===== config.mk =====
export PLATFORM = sky130hd
export DESIGN_NAME = sa_fill_controller
export DESIGN_NICKNAME = d
export VERILOG_FILES = /design/src/rtl/sa_fill_controller.sv
export SDC_FILE = /design/constraint.sdc
export NUM_CORES = 1
export LEC_CHECK = 0
export CAP_MARGIN = 20
export CORE_MARGIN = 2
export CORE_UTILIZATION = 33
export DETAILED_ROUTE_END_ITERATION = 16
export HOLD_SLACK_MARGIN = 0.05
export PLACE_DENSITY = 0.84
export SLEW_MARGIN = 30
export SYNTH_ARGS = -nofsm -noshare
export SYNTH_HDL_FRONTEND = slang
export SYNTH_SLANG_ARGS = --single-unit

===== constraint.sdc =====
create_clock -name i_clk -period 2.3 [get_ports i_clk]
set_input_delay 0.23 -clock i_clk [delete_from_list [all_inputs] [get_ports i_clk]]
set_output_delay 0.23 -clock i_clk [all_outputs]
set_load 0.05 [all_outputs]

===== src/rtl/sa_fill_controller.sv =====
// Set-associative cache line fill controller: optional dirty-victim writeback,
// line fill from backing memory, tag update, then a one-cycle completion pulse.
module sa_fill_controller #(
  parameter int TAG_BITS   = 18,
  parameter int INDEX_BITS = 8,
  parameter int WAYS       = 4,
  parameter int LINE_WORDS = 16,
  parameter int DATA_WIDTH = 32,
  localparam int WAY_BITS  = $clog2(WAYS),
  localparam int WORD_BITS = $clog2(LINE_WORDS)
) (
  input  logic                  i_clk,
  input  logic                  i_rst,
  input  logic                  i_miss_req,
  input  logic [TAG_BITS-1:0]   i_miss_tag,
  input  logic [INDEX_BITS-1:0] i_miss_index,
  input  logic [WAY_BITS-1:0]   i_victim_way,
  input  logic                  i_victim_dirty,
  input  logic [TAG_BITS-1:0]   i_victim_tag,
  output logic [WAY_BITS-1:0]   o_arr_way,
  output logic [INDEX_BITS-1:0] o_arr_index,
  output logic [WORD_BITS-1:0]  o_arr_word,
  input  logic [DATA_WIDTH-1:0] i_arr_rdata,
  output logic                  o_arr_we,
  output logic [DATA_WIDTH-1:0] o_arr_wdata,
  output logic                  o_tag_we,
  output logic [TAG_BITS-1:0]   o_tag_wdata,
  output logic                  o_mem_req,
  output logic                  o_mem_we,
  output logic [31:0]           o_mem_addr,
  output logic [DATA_WIDTH-1:0] o_mem_wdata,
  input  logic                  i_mem_ready,
  input  logic [DATA_WIDTH-1:0] i_mem_rdata,
  output logic                  o_miss_ack,
  output logic                  o_busy
);

  localparam logic [2:0] S_IDLE   = 3'd0;
  localparam logic [2:0] S_WB     = 3'd1;
  localparam logic [2:0] S_FILL   = 3'd2;
  localparam logic [2:0] S_UPDATE = 3'd3;
  localparam logic [2:0] S_DONE   = 3'd4;

  localparam logic [WORD_BITS-1:0] LAST_WORD = WORD_BITS'(LINE_WORDS - 1);

  logic [2:0]            r_state;
  logic [2:0]            w_next;
  logic [WORD_BITS-1:0]  r_cnt;
  logic [TAG_BITS-1:0]   r_tag;
  logic [TAG_BITS-1:0]   r_vtag;
  logic [INDEX_BITS-1:0] r_index;
  logic [WAY_BITS-1:0]   r_way;

  logic w_in_wb;
  logic w_in_fill;
  logic w_beat;
  logic w_last_beat;
  logic w_xfer_entry;

  assign w_in_wb      = (r_state == S_WB);
  assign w_in_fill    = (r_state == S_FILL);
  assign w_beat       = (w_in_wb | w_in_fill) & i_mem_ready;
  assign w_last_beat  = w_beat & (r_cnt == LAST_WORD);
  assign w_xfer_entry = (w_next != r_state) & ((w_next == S_WB) | (w_next == S_FILL));

  // Next-state selection; WB and FILL only advance on the final accepted beat.
  always_comb begin
    w_next = r_state;
    case (r_state)
      S_IDLE: begin
        if (i_miss_req) begin
          w_next = i_victim_dirty ? S_WB : S_FILL;
        end else begin
          w_next = S_IDLE;
        end
      end
      S_WB: begin
        if (w_last_beat) begin
          w_next = S_FILL;
        end else begin
          w_next = S_WB;
        end
      end
      S_FILL: begin
        if (w_last_beat) begin
          w_next = S_UPDATE;
        end else begin
          w_next = S_FILL;
        end
      end
      S_UPDATE: w_next = S_DONE;
      S_DONE:   w_next = S_IDLE;
      default:  w_next = S_IDLE;
    endcase
  end

  // State register and miss capture; request inputs are only looked at in IDLE.
  always_ff @(posedge i_clk or posedge i_rst) begin
    if (i_rst) begin
      r_state <= S_IDLE;
      r_tag   <= {TAG_BITS{1'b0}};
      r_vtag  <= {TAG_BITS{1'b0}};
      r_index <= {INDEX_BITS{1'b0}};
      r_way   <= {WAY_BITS{1'b0}};
    end else begin
      r_state <= w_next;
      if ((r_state == S_IDLE) && i_miss_req) begin
        r_tag   <= i_miss_tag;
        r_vtag  <= i_victim_tag;
        r_index <= i_miss_index;
        r_way   <= i_victim_way;
      end
    end
  end

  // Word counter: restarts on entry to each transfer, advances per accepted beat.
  always_ff @(posedge i_clk or posedge i_rst) begin
    if (i_rst) begin
      r_cnt <= {WORD_BITS{1'b0}};
    end else if (w_xfer_entry) begin
      r_cnt <= {WORD_BITS{1'b0}};
    end else if (w_beat) begin
      r_cnt <= r_cnt + WORD_BITS'(1);
    end else begin
      r_cnt <= r_cnt;
    end
  end

  assign o_arr_way   = r_way;
  assign o_arr_index = r_index;
  assign o_arr_word  = r_cnt;
  assign o_arr_we    = w_in_fill & i_mem_ready;
  assign o_arr_wdata = w_in_fill ? i_mem_rdata : {DATA_WIDTH{1'b0}};
  assign o_tag_we    = (r_state == S_UPDATE);
  assign o_tag_wdata = r_tag;
  assign o_mem_req   = w_in_wb | w_in_fill;
  assign o_mem_we    = w_in_wb;
  assign o_mem_wdata = w_in_wb ? i_arr_rdata : {DATA_WIDTH{1'b0}};
  assign o_miss_ack  = (r_state == S_DONE);
  assign o_busy      = (r_state != S_IDLE);

  // Byte address of the current line word; the tag source depends on direction.
  always_comb begin
    o_mem_addr = 32'd0;
    if (w_in_wb) begin
      o_mem_addr = 32'({r_vtag, r_index, r_cnt, 2'b00});
    end else if (w_in_fill) begin
      o_mem_addr = 32'({r_tag, r_index, r_cnt, 2'b00});
    end else begin
      o_mem_addr = 32'd0;
    end
  end

endmodule

==> results.cfg <==
[floorplan]
design.die.area_sq_mm = 0.00991
floorplan.die.width_microns = 99.6
ios = 249
row_count = 34
floorplan.die.height_microns = 99.6
core-area_sq_mm = 0.00881
initial_core_util_pct = 34.2

[sta]
maxClockFrequency_mhz = 477
skew_ns = 0.00628
max_slew_margin_pct = 60.2
hold_viol_final = 0
fin_tns_setup_ns = 0
post-route-period-util_pct = 91.1
setup_ws_post_layout_ns = 0.205
timing.final.max_slew_violations = 0
fin_crit_ns = 2.10
worstMarginPinSlew_ns = 0.596
unrepaired_setup_endpoints_after_global_routing = no
finalSetupViolations = 0

[clock_network]
numCtsBuffers = 5
cts-htree-levels = 2
clock_tree_from_tritoncts = done
clkSinkCount = 53
clk_root_buffer_cell = sky130_fd_sc_hd__clkbuf_8
clkLatencyLatePin_ns = 0.30
cts-root-to-sink-buffers = 2
clkSlewWorstSetupHoldPaths_ns = 0.10
cts.repair_timing.setup_buffer_count = 0

[power]
combPwrFrac_pct = 78.3
pleak_nw = 2.93
net_sw_power_mw = 5.39
power_internal_mw = 5.63
report.power.total_mw = 11.0
worst_vdd_drop_mv = 1.22
clock_power_share_pct = 5.7
power_frac_seq_pct = 15.9
power_density_mw_per_mm2 = 1650
switching_share_pct = 48.9

[routing]
wire_per_inst_microns = 18.8
routed-via-count = 3002
vias_per_cell = 4.98
first_pass_iters = 4
route.detailed.drc = 0
final_antenna_net_count = 0
number_of_drc_markers_in_iteration_0 = 115
detail_route.wirelength_microns = 11400

[layout]
final_cell_area_sq_mm = 0.00667
drive_gt1_share_pct = 33.9
antennaDiodeCount = 0
syn2layout_area_growth_pct = 121
register_area_sq_mm = 0.00133
multi_input_comb_area_sq_mm = 0.00153
finish.cell_count_without_fillers = 603
fill_cells = 542
final_nets = 610

[place]
placedInstanceArea_sq_mm = 0.00655
preCtsSetupSlack_ns = 0.456
dpl.cell_count = 595
hpwl_microns = 9220
routabilityCongestion = 0.917
port-buffer-count = 246

[critical_path]
worst-setup-path-type = register to output pin
worst-endpoint-required_ns = 2.07
worstPathArrival_ns = 1.87
worstSetupStartpointType = register
crit_path_max_fanout = 38
endpoint_kind = output pin

[synthesis]
ys_seq_area_share_pct = 44.0
post_synth_main_area_contributors = sky130_fd_sc_hd__dfrtp_1, sky130_fd_sc_hd__mux2_4, sky130_fd_sc_hd__and2_1, sky130_fd_sc_hd__and3_1, sky130_fd_sc_hd__mux2_2
synth.top_cells.by_count = sky130_fd_sc_hd__dfrtp_1, sky130_fd_sc_hd__and2_1, sky130_fd_sc_hd__and3_1, sky130_fd_sc_hd__mux2_4, sky130_fd_sc_hd__a22o_1
synthesis.instances = 252
synthesis.yosys.warnings = 0
synthesis_stage_register_bit_count = 53
synthFlopType = sky130_fd_sc_hd__dfrtp_1
netlist.area_leader.share_pct = 44.0
async_flop_share_pct = 100
synth_top_area_cell = sky130_fd_sc_hd__dfrtp_1
synth_edf_count = 0
synth.most_common_cell = sky130_fd_sc_hd__dfrtp_1
avg_cell_area_syn_sq_um = 12.0
synth.distinct_cells = 36
syn-cell-area_sq_mm = 0.00301

[global_route]
initial_antenna_violation_count = 0
global_route.usage.met1_pct = 24.2
grt_max_degree = 39
grt_util_all_layers_pct = 22.5
grt_overflow_total = 0
grt_pass1_vias = 3201
top_usage_layer = met2
gr-usage-met3_pct = 6.82
gr_util_met2_pct = 41.9
grt_first_pass_wirelength_microns = 17500

[hold_path]
timing.hold.worst.class = input port to asynchronous set/reset pin

[run_status]
outcome = complete, no violations

[run]
timing.max_cap.violations = 0
[stage by stage]
stage / util [%] / hold slack [ns]
finish: 75.7 / 0.320
global route: 75.7 / 0.361
CTS: 75.7 / 0.339
detailed placement: 74.4 / 0.498
global placement: 74.4 / 0.489
floorplan: - / 0.376
[final timing paths]
check	endpoint	depth (start not counted)	slack, ns	startpoint
setup / recovery	o_arr_wdata[24]	5	0.20	r_state[0]
setup reg to reg	r_vtag[12]	4	0.45	r_state[2]
hold / removal	r_vtag[2]	2	0.32	i_rst
min in group i_clk	o_arr_way[1]	1	0.52	o_arr_way[1]
hold reg to reg	o_arr_way[1]	1	0.52	o_arr_way[1]
max in group asynchronous	o_tag_wdata[12]	3	1.40	i_rst
[registers in the layout (all words and copies together), names as in the netlist]
signal,cells
r_state,3
o_tag_wdata,18
r_vtag,18
o_arr_index,8
o_arr_word,4
o_arr_way,2
[routing by layer]
layer | part of all wire [%] | up-vias
li1 | - | 1375
met1 | 35 | 1457
met2 | 54 | 150
met3 | 8.5 | 20
met4 | 2.4 | 0
met5 | 0 | -
[cell usage in the layout, fill, tap and decap left out, types with 3 or more instances in the layout]
| cell | count |
|---|---|
| sky130_fd_sc_hd__buf_4 | 8 |
| sky130_fd_sc_hd__and2_1 | 47 |
| sky130_fd_sc_hd__a22o_1 | 18 |
| sky130_fd_sc_hd__dfrtp_1 | 53 |
| sky130_fd_sc_hd__and3_1 | 32 |
| sky130_fd_sc_hd__buf_12 | 101 |
| sky130_fd_sc_hd__clkdlybuf4s50_1 | 146 |
| sky130_fd_sc_hd__mux2_4 | 29 |
| sky130_fd_sc_hd__a22oi_1 | 3 |
| sky130_fd_sc_hd__mux2_2 | 17 |
| sky130_fd_sc_hd__clkbuf_8 | 5 |
[cell families after synthesis]
logic type,after synthesis,synth area share [%]
muxes,47,21.1
other,1,0.124
xor gates and xnor gates,1,0.291
adders and majority gates,1,0.415
and+or+nand+nor,96,20.6
AOI/OAI and AO/OA,28,7.81
buffers and inverters,25,5.56
DFF,53,44.0
[cell type report]
type                            instances  share of cell area (%)
Tap cell                              108                    2.03
Sequential cell                        53                    19.9
Inverter                                3                   0.169
Clock inverter                          2                   0.582
Clock buffer                            6                    1.09
Multi-Input combinational cell        175                    23.0
Timing Repair Buffer                  256                    53.3
[timing repair]
item,in CTS,in global routing
hold buffers,0,0
setup endpoints to repair,0,19
hold endpoints to repair,0,0
resized for setup,0,2
[worst max-delay path: stages, from the launching register on]
cell and delay [ns]:
sky130_fd_sc_hd__dfrtp_1 0.43, sky130_fd_sc_hd__buf_4 0.25, sky130_fd_sc_hd__nor3b_4 0.23, sky130_fd_sc_hd__buf_6 0.26
sky130_fd_sc_hd__and2_1 0.23, sky130_fd_sc_hd__buf_12 0.15
[power groups by stage]
stage / registers (mW) / clock network, mW / logic [mW]
after floorplan: 2.63 / 0 / 3.92
after global placement: 1.73 / 0 / 8.56
after detailed placement: 1.77 / 0 / 8.66
after CTS: 1.76 / 0.647 / 8.68
after global routing: 1.83 / 0.693 / 8.92
final: 1.76 / 0.630 / 8.64
No activity file was read; power rests on OpenSTA's default activity.
